[src/rtl/branch_cond_if.sv]
// branch_cond_if
//   Handshake/bus bundle between the datapath/control unit and
//   branch_cond_unit.
//   master : drives bus, op_a_in, con_in, ir_cond, two_op, con_ack;
//            receives con_out, con_valid, busy, eval_count, taken_count.
//   slave  : the branch-condition unit, with the opposite directions.
interface branch_cond_if #(
  parameter int WIDTH     = 32,
  parameter int CNT_WIDTH = 16
);
  logic [WIDTH-1:0]     bus;
  logic                 op_a_in;
  logic                 con_in;
  logic [2:0]           ir_cond;
  logic                 two_op;
  logic                 con_ack;
  logic                 con_out;
  logic                 con_valid;
  logic                 busy;
  logic [CNT_WIDTH-1:0] eval_count;
  logic [CNT_WIDTH-1:0] taken_count;

  modport master (
    output bus, op_a_in, con_in, ir_cond, two_op, con_ack,
    input  con_out, con_valid, busy, eval_count, taken_count
  );

  modport slave (
    input  bus, op_a_in, con_in, ir_cond, two_op, con_ack,
    output con_out, con_valid, busy, eval_count, taken_count
  );
endinterface

[src/rtl/branch_cond_unit.sv]
// branch_cond_unit
//   Evaluates one of eight condition codes, either on operand B against
//   zero or as a signed A-versus-B compare, registers the decision and
//   hands it to the control unit with a valid/acknowledge handshake.
//   Saturating counters record completed and taken evaluations.
// Ports:
//   clk      system clock, rising edge
//   clear_n  asynchronous active-low reset
//   bif      branch_cond_if.slave (bus, op_a_in, con_in, ir_cond, two_op,
//            con_ack in; con_out, con_valid, busy, eval_count,
//            taken_count out)
module branch_cond_unit #(
  parameter int WIDTH     = 32,
  parameter int CNT_WIDTH = 16
) (
  input  logic          clk,
  input  logic          clear_n,
  branch_cond_if.slave  bif
);

  typedef enum logic [1:0] {IDLE, EVAL, HOLD} state_t;

  state_t                  state;
  logic signed [WIDTH-1:0] op_a;
  logic signed [WIDTH-1:0] op_b;
  logic [2:0]              cond;
  logic                    two;
  logic                    con_out_r;
  logic                    con_valid_r;
  logic                    busy_r;
  logic [CNT_WIDTH-1:0]    eval_cnt;
  logic [CNT_WIDTH-1:0]    taken_cnt;

  logic signed [WIDTH-1:0] cmp_x;
  logic signed [WIDTH-1:0] cmp_y;
  logic signed [WIDTH:0]   cmp_diff;
  logic                    cmp_lt;
  logic                    cmp_eq;
  logic                    decision;

  function automatic logic [CNT_WIDTH-1:0] sat_inc(input logic [CNT_WIDTH-1:0] c);
    return (&c) ? c : c + 1'b1;
  endfunction

  function automatic logic decode_cond(input logic [2:0] code, input logic lt,
                                       input logic eq);
    case (code)
      3'b000:  return eq;
      3'b001:  return !eq;
      3'b010:  return !lt;
      3'b011:  return lt;
      3'b100:  return !lt && !eq;
      3'b101:  return lt || eq;
      3'b110:  return 1'b1;
      default: return 1'b0;
    endcase
  endfunction

  // Compare stage: one extra bit on the subtraction keeps lt correct when
  // A - B overflows WIDTH bits. With Y=0, lt reduces to B's sign bit.
  always_comb begin
    cmp_x    = two ? op_a : op_b;
    cmp_y    = two ? op_b : '0;
    cmp_diff = {cmp_x[WIDTH-1], cmp_x} - {cmp_y[WIDTH-1], cmp_y};
    cmp_lt   = cmp_diff[WIDTH];
    cmp_eq   = (cmp_x == cmp_y);
    decision = decode_cond(cond, cmp_lt, cmp_eq);
  end

  // Control and result registers
  always_ff @(posedge clk or negedge clear_n) begin
    if (!clear_n) begin
      state       <= IDLE;
      op_a        <= '0;
      op_b        <= '0;
      cond        <= 3'b000;
      two         <= 1'b0;
      con_out_r   <= 1'b0;
      con_valid_r <= 1'b0;
      busy_r      <= 1'b0;
      eval_cnt    <= '0;
      taken_cnt   <= '0;
    end else begin
      // A loads in every state; EVAL reads the value held before this edge.
      if (bif.op_a_in) op_a <= bif.bus;
      case (state)
        IDLE: begin
          if (bif.con_in) begin
            op_b   <= bif.bus;
            cond   <= bif.ir_cond;
            two    <= bif.two_op;
            busy_r <= 1'b1;
            state  <= EVAL;
          end
        end
        EVAL: begin
          con_out_r   <= decision;
          con_valid_r <= 1'b1;
          busy_r      <= 1'b0;
          eval_cnt    <= sat_inc(eval_cnt);
          if (decision) taken_cnt <= sat_inc(taken_cnt);
          state       <= HOLD;
        end
        HOLD: begin
          // A new strobe implicitly consumes the pending result.
          if (bif.con_in) begin
            op_b        <= bif.bus;
            cond        <= bif.ir_cond;
            two         <= bif.two_op;
            busy_r      <= 1'b1;
            con_valid_r <= 1'b0;
            state       <= EVAL;
          end else if (bif.con_ack) begin
            con_valid_r <= 1'b0;
            state       <= IDLE;
          end
        end
        default: state <= IDLE;
      endcase
    end
  end

  assign bif.con_out     = con_out_r;
  assign bif.con_valid   = con_valid_r;
  assign bif.busy        = busy_r;
  assign bif.eval_count  = eval_cnt;
  assign bif.taken_count = taken_cnt;

endmodule

[src/flat_wrapper.sv]
// flat-port wrapper written by rule: the top's interface ports become plain ports
module branch_cond_unit_flat 
#(
  parameter int WIDTH     = 32,
  parameter int CNT_WIDTH = 16
)
  (clk, clear_n, bif_bus, bif_op_a_in, bif_con_in, bif_ir_cond, bif_two_op, bif_con_ack, bif_con_out, bif_con_valid, bif_busy, bif_eval_count, bif_taken_count);
  branch_cond_if #(.WIDTH(WIDTH), .CNT_WIDTH(CNT_WIDTH)) bif_i ();
  input  logic clk;
  input  logic clear_n;
  input wire logic [$bits(bif_i.bus)-1:0] bif_bus;
  input wire logic [$bits(bif_i.op_a_in)-1:0] bif_op_a_in;
  input wire logic [$bits(bif_i.con_in)-1:0] bif_con_in;
  input wire logic [$bits(bif_i.ir_cond)-1:0] bif_ir_cond;
  input wire logic [$bits(bif_i.two_op)-1:0] bif_two_op;
  input wire logic [$bits(bif_i.con_ack)-1:0] bif_con_ack;
  output wire logic [$bits(bif_i.con_out)-1:0] bif_con_out;
  output wire logic [$bits(bif_i.con_valid)-1:0] bif_con_valid;
  output wire logic [$bits(bif_i.busy)-1:0] bif_busy;
  output wire logic [$bits(bif_i.eval_count)-1:0] bif_eval_count;
  output wire logic [$bits(bif_i.taken_count)-1:0] bif_taken_count;
  assign bif_i.bus = bif_bus;
  assign bif_i.op_a_in = bif_op_a_in;
  assign bif_i.con_in = bif_con_in;
  assign bif_i.ir_cond = bif_ir_cond;
  assign bif_i.two_op = bif_two_op;
  assign bif_i.con_ack = bif_con_ack;
  assign bif_con_out = bif_i.con_out;
  assign bif_con_valid = bif_i.con_valid;
  assign bif_busy = bif_i.busy;
  assign bif_eval_count = bif_i.eval_count;
  assign bif_taken_count = bif_i.taken_count;
  branch_cond_unit #(.WIDTH(WIDTH), .CNT_WIDTH(CNT_WIDTH)) u_core (.clk(clk), .clear_n(clear_n), .bif(bif_i));
endmodule
[config.mk]
export PLATFORM = sky130hd
export DESIGN_NAME = branch_cond_unit_flat
export DESIGN_NICKNAME = d
export VERILOG_FILES = /design/src/rtl/branch_cond_if.sv /design/src/rtl/branch_cond_unit.sv /design/src/flat_wrapper.sv
export SDC_FILE = /design/constraint.sdc
export NUM_CORES = 1
export LEC_CHECK = 0
export BUFFER_PORTS_ARGS = -buffer_cell sky130_fd_sc_hd__buf_2
export CAP_MARGIN = 25
export CORE_MARGIN = 2
export CORE_UTILIZATION = 63
export CTS_CLUSTER_DIAMETER = 120
export DETAILED_ROUTE_END_ITERATION = 12
export GPL_TIMING_DRIVEN = 0
export PLACE_DENSITY = 0.86
export SLEW_MARGIN = 20
export SYNTH_ARGS = -nofsm -noshare
export SYNTH_HDL_FRONTEND = slang
export SYNTH_SLANG_ARGS = --single-unit
[constraint.sdc]
create_clock -name clk -period 6.32 [get_ports clk]
set_input_delay 0.316 -clock clk [delete_from_list [all_inputs] [get_ports clk]]
set_output_delay 0.316 -clock clk [all_outputs]
set_load 0.005 [all_outputs]
==> flow_summary.yaml, run 1 <==
critical_path:
  worst_path_max_delay_cell: "or4_4"
  slowest_delay_ns: 0.61
  crit_required_ns: 6.62
  worst_path_most_repeated_cell: "clkbuf_1"
  critPathMaxFanout: 10
  cp-start-kind: "flip-flop"
  reg2reg_to: "u_core.bif.taken_count[10]"
  cp.buffers_inverters: 5
  worst-setup-path-type: "reg2reg"
  reg2reg_depth: 15
  worst_setup_path_end_kind: "flip-flop"
  crit_family: "buffers and inverters"
  cp_cell_sequence: "clkbuf_1 > buf_1 > clkbuf_1 > nand2_1 > ha_1 > nand4_1 > or4_4 > a21o_1 > a31oi_1 > o32ai_1 > o21a_1 > buf_6 > buf_12 > mux2i_1 > xor2_1"
  r2r_start: "u_core.two"
  arrival_ns: 5.00
  r2r_slack_ns: 1.61
timing:
  drv_slew: 0
  rsz0062_at_grt: "no"
  fin_crit_sh: 0.745
  whs_ns: 0.170
  worst_pin_slew_ns: 0.642
  setup_ws_ns: 1.61
  finalSetupViolations: 0
  finalHoldViolCount: 0
  period_minus_slack_ns: 4.71
  maxSlewHeadroom: 0.572
  fmax_mhz: 212
  fin_worst_skew_ns: 0.0168
  setup_tns_ns: 0
final_layout:
  mostFrequentLayoutCell: "dfrtp_1"
  areaGrowthSynthToFinish_pct: 12.7
  antenna_cells: 0
  final_cell_mix: "dfrtp_1, mux2_2, buf_2"
  finalNonFillerCells: 690
  final_core_util: 0.736
  final_nets: 652
  drive_above_1_share: 0.301
global_route:
  antenna_found_initial: 1
  track_usage: 0.249
  grt_pass1_vias: 4206
  grt_pass1_wl_mm: 19.7
  grt_max_degree: 58
  gr-total-overflow: 0
min_path:
  hold_depth: 2
  min_from: "bif_bus[27]"
  min_to: "u_core.op_a[27]"
  hold_path.class: "in2reg"
yosys:
  synth.top_cells.by_area: "dfrtp_1, mux2_2, ha_1"
  synth_area_um2: 5720
  synth-edff-count: 0
  ys_ff_latch: 105
  synth_cell_types: 45
  synth_area_per_cell_um2: 11.7
  mappedNetlistNets: 565
  yosysTopAreaCellShare: 0.459
  ys.flop_type: "dfrtp_1"
  synth-warning-count: 0
  netlist.top_cell.by_area: "dfrtp_1"
  seq_area_frac_synth: 0.459
  synthCells: 490
  synthArstFlopShare: 1.00
floorplanning:
  die_y_um: 99.3
  io_pins: 76
  start_util: 0.653
  die_w_um: 99.3
  fp-row-count: 34
  design.core.area_um2: 8760
  die_area_um2: 9860
run:
  max_cap_viol_count: 0
placed_design:
  io_buffers: 74
  place_hpwl_mm: 8.56
  place_ws_ns: 1.79
  dp.cells: 673
  gp_congestion: 0.869
routing:
  drt_iter0_markers: 140
  drt_wl_total_mm: 11.9
  drc: 0
  vias_per_cell: 5.91
  wl_per_cell_um: 17.2
  vias: 4079
  drt-pass1-iter-count: 4
  ant_nets: 0
power:
  ir_drop_mv: 0.205
  p_leak_nw: 3.01
  p_per_area_nw_per_um2: 274
cts:
  htreeDepth: 3
  cts_sinks: 105
  cts_buffer_depth: 2
  cts_buffers: 9
  insertion_delay_ns: 0.37
  clkTransAtPathRegs_ns: 0.11
  post_cts_buffers: 0
  root_buffer: "clkbuf_8"
  cts_tree: "done"
outcome:
  outcome: "finished, final reports clean"
[metal layers]
layer / global-route usage / wire length [µm] / part of all wire / vias to the layer above
li1: - / - / - / 1936
met1: 0.301 / 5030 / 0.42 / 2028
met3: 0.0506 / 500 / 0.042 / 18
met5: 0 / 11 / 0.00093 / -
met4: 0.0759 / 201 / 0.017 / 2
met2: 0.450 / 6120 / 0.52 / 95
[metrics by stage]
stage	area, µm²	total power, mW
final	6450	1.77
after global routing	6450	1.88
after CTS	6450	1.78
after detailed placement	6260	1.38
after global placement	6220	1.35
after floorplan	5720	1.21
[Yosys cell counts (all sizes together) (8+ instances only)]
cell type    n
nand4       14
mux2       101
ha          34
mux2i       16
nand3       19
xnor2       13
xor2        18
nand2       51
clkbuf      17
nor2         8
dfrtp      105
o21ai        8
and3        19
a21oi       13
[kinds of logic after synthesis]
group	after synthesis	share of synthesized area
simple gates	144	0.133
mux	117	0.228
flops	105	0.459
compound gates	35	0.0378
fa+ha+maj	34	0.0744
xor+xnor	31	0.0475
buf+inv	24	0.0199
[how the worst max path moves through the flow]
stage | depth (start not counted) | startpoint | endpoint | slack (ns)
finish | 15 | u_core.two | u_core.bif.taken_count[10] | 1.61
global route | 14 | u_core.two | u_core.bif.taken_count[1] | 1.44
CTS | 15 | u_core.two | u_core.bif.taken_count[10] | 1.67
detailed placement | 14 | u_core.two | u_core.bif.taken_count[1] | 1.79
global placement | 14 | u_core.two | u_core.bif.taken_count[1] | 1.89
floorplan | 14 | u_core.two | u_core.bif.taken_count[1] | 2.54
[sequential cells by signal (all words and copies together), names as in the netlist]
signal                  count
u_core.bif.busy             1
u_core.bif.con_out          1
u_core.bif.con_valid        1
u_core.bif.eval_count      16
u_core.bif.taken_count     16
u_core.cond                 3
u_core.op_a                32
u_core.op_b                32
u_core.state                2
u_core.two                  1
[power breakdown]
part           internal (mW)  switching [mW]  total [mW]
clock network          0.148           0.239       0.387
registers              0.764          0.0796       0.844
logic                  0.267           0.268       0.534
total                   1.18           0.586        1.77
[area by class of cell]
cell class | instances | area (µm²)
Buffer | 24 | 114
Clock buffer | 10 | 128
Clock inverter | 6 | 51.3
Fill cell | 616 | 2320
Multi-Input combinational cell | 361 | 2980
Sequential cell | 105 | 2630
Tap cell | 108 | 135
Timing Repair Buffer | 76 | 414
[what timing repair did]
action | 4_1_cts | 5_1_grt
hold buffers | 1 | 0
hold endpoints to repair | 48 | 0
gates resized for setup | 0 | 0
Note: power is estimated with default switching activity, not from simulation.
==> run 2: changes to the inputs <==
Settings changed: CORE_UTILIZATION 63 to 58, PLACE_DENSITY 0.86 to 0.8.
Clock period 6.32 ns to 4.7 ns, I/O delays scaled along.
==> run 2 against run 1 <==
Register-to-register slack got worse by 1.3 ns. First-iteration DRC count is 9.3% lower. Total power grew 34%. Setup slack got worse by 1.3 ns. Wire length decreased by 4.0%. Largest power group unchanged. Highest routed layer is now met4.
==> flow_summary.yaml, run 2 (same netlist as run 1, synthesis figures left out) <==
cts:
  cts_buffers: 9
  cts_buffer_depth: 2
  cts_tree: "done"
  htreeDepth: 3
  clkTransAtPathRegs_ns: 0.10
  root_buffer: "clkbuf_8"
  insertion_delay_ns: 0.38
  cts_sinks: 105
min_path:
  hold_path.class: "in2reg"
  min_to: "u_core.op_b[4]"
  min_from: "bif_bus[4]"
  hold_depth: 2
global_route:
  grt_max_degree: 67
  antenna_found_initial: 0
  grt_pass1_wl_mm: 18.5
  grt_pass1_vias: 3941
  gr-total-overflow: 0
  track_usage: 0.226
power:
  p_leak_nw: 3.02
  total_power_mw: 2.37
  p_sw_mw: 0.771
  swShare: 0.326
  clkPwrFrac: 0.223
  seqPwrFrac: 0.480
  ir_drop_mv: 0.242
  p_per_area_nw_per_um2: 366
  combPwrFrac: 0.297
  p_int_mw: 1.60
run:
  max_cap_viol_count: 0
routing:
  drt-pass1-iter-count: 4
  drc: 0
  drt_iter0_markers: 127
  ant_nets: 0
  wl_per_cell_um: 15.9
  vias_per_cell: 5.72
  drt_wl_total_mm: 11.4
  vias: 4085
critical_path:
  worst_path_max_delay_cell: "dfrtp_1"
  cp-start-kind: "flip-flop"
  cp.buffers_inverters: 3
  r2r_start: "u_core.two"
  reg2reg_depth: 13
  reg2reg_to: "u_core.bif.taken_count[1]"
  r2r_slack_ns: 0.33
  critPathMaxFanout: 11
  crit_family: "buffers and inverters"
  worst-setup-path-type: "reg2reg"
  cp_cell_sequence: "buf_1 > clkbuf_1 > nand2_1 > ha_1 > nand4_1 > or4_4 > a21o_1 > a31oi_1 > o32ai_1 > o21a_1 > buf_6 > mux2i_2 > mux2_1"
  arrival_ns: 4.64
  worst_setup_path_end_kind: "flip-flop"
  slowest_delay_ns: 0.66
  crit_required_ns: 4.97
timing:
  finalSetupViolations: 0
  fin_worst_skew_ns: 0.00811
  period_minus_slack_ns: 4.37
  fmax_mhz: 229
  fin_crit_sh: 0.929
  setup_tns_ns: 0
  worst_pin_slew_ns: 0.652
  rsz0062_at_grt: "no"
  finalHoldViolCount: 0
  drv_slew: 0
  maxSlewHeadroom: 0.565
floorplanning:
  die_y_um: 103
  design.core.area_um2: 9680
  die_area_um2: 10700
  die_w_um: 103
  fp-row-count: 36
  start_util: 0.591
  io_pins: 76
final_layout:
  final_nets: 651
  largest_registers: "u_core.op_a x32, u_core.op_b x32"
  multi_input_area_um2: 2980
  areaGrowthSynthToFinish_pct: 13.3
  final_cell_mix: "dfrtp_1, mux2_2, buf_2"
  drive_above_1_share: 0.303
  antenna_cells: 0
  fillers: 764
  regArea_um2: 2630
  mostFrequentLayoutCell: "dfrtp_1"
placed_design:
  gp_congestion: 0.866
  place_hpwl_mm: 8.34
  io_buffers: 74
outcome:
  outcome: "finished, final reports clean"
==> run 2: cell count changes in the layout (fill, tap and decap cells not counted) <==
cell	change
inv_6	+1
clkbuf_1	-2
clkinvlp_4	-2
clkbuf_2	+1
clkbuf_8	+1
inv_8	-1
clkinv_2	+1
==> run 2: through the flow <==
stage / cells / setup slack (ns) / util / cell area [µm²] / hold WS (ns)
global route: 714 / 0.0776 / 0.669 / 6480 / 0.0673
global placement: 697 / 0.227 / 0.646 / 6260 / 0.461
floorplan: 490 / 0.920 / - / 5720 / -0.0606
CTS: 715 / 0.124 / 0.669 / 6480 / 0.0557
detailed placement: 698 / 0.159 / 0.649 / 6290 / 0.169
finish: 714 / 0.332 / 0.669 / 6480 / 0.0749
==> run 2: power groups by stage <==
stage	combinational, mW	clock (mW)	sequential (mW)
global route	0.795	0.577	1.15
CTS	0.719	0.549	1.13
global placement	0.682	0	1.14
floorplan	0.500	0	1.13
finish	0.703	0.529	1.14
detailed placement	0.712	0	1.15
==> run 2: per-layer routing <==
metal,global-route usage,share of wire,vias to the layer above
met2,0.377,0.50,98
met5,0,0,-
met4,0.103,0.023,0
met3,0.0450,0.045,18
met1,0.286,0.43,2031
li1,-,-,1938
==> run 2: worst max path at each step <==
stage	from	endpoint	slack [ns]	cells after the start
after global routing	u_core.two	u_core.bif.taken_count[1]	0.08	13
after CTS	u_core.two	u_core.bif.taken_count[1]	0.12	14
after floorplan	u_core.two	u_core.bif.taken_count[1]	0.92	14
after detailed placement	u_core.two	u_core.bif.taken_count[1]	0.16	14
final	u_core.two	u_core.bif.taken_count[1]	0.33	13
after global placement	u_core.two	u_core.bif.taken_count[1]	0.23	14
==> run 2: area by class of cell <==
cell class,instances,area share
clock inverter,5,0.00599
sequential,105,0.406
timing repair buffer,76,0.0639
multi-input combinational,361,0.460
clock buffer,11,0.0218
tap,133,0.0257
buffer,23,0.0172
==> run 2: timing repair <==
action | CTS | global route
setup endpoints to repair | 0 | 4
endpoints found under the hold margin | 39 | 0
buffers inserted | 0 | 0
gates resized for setup | 0 | 2
hold buffers | 1 | 0
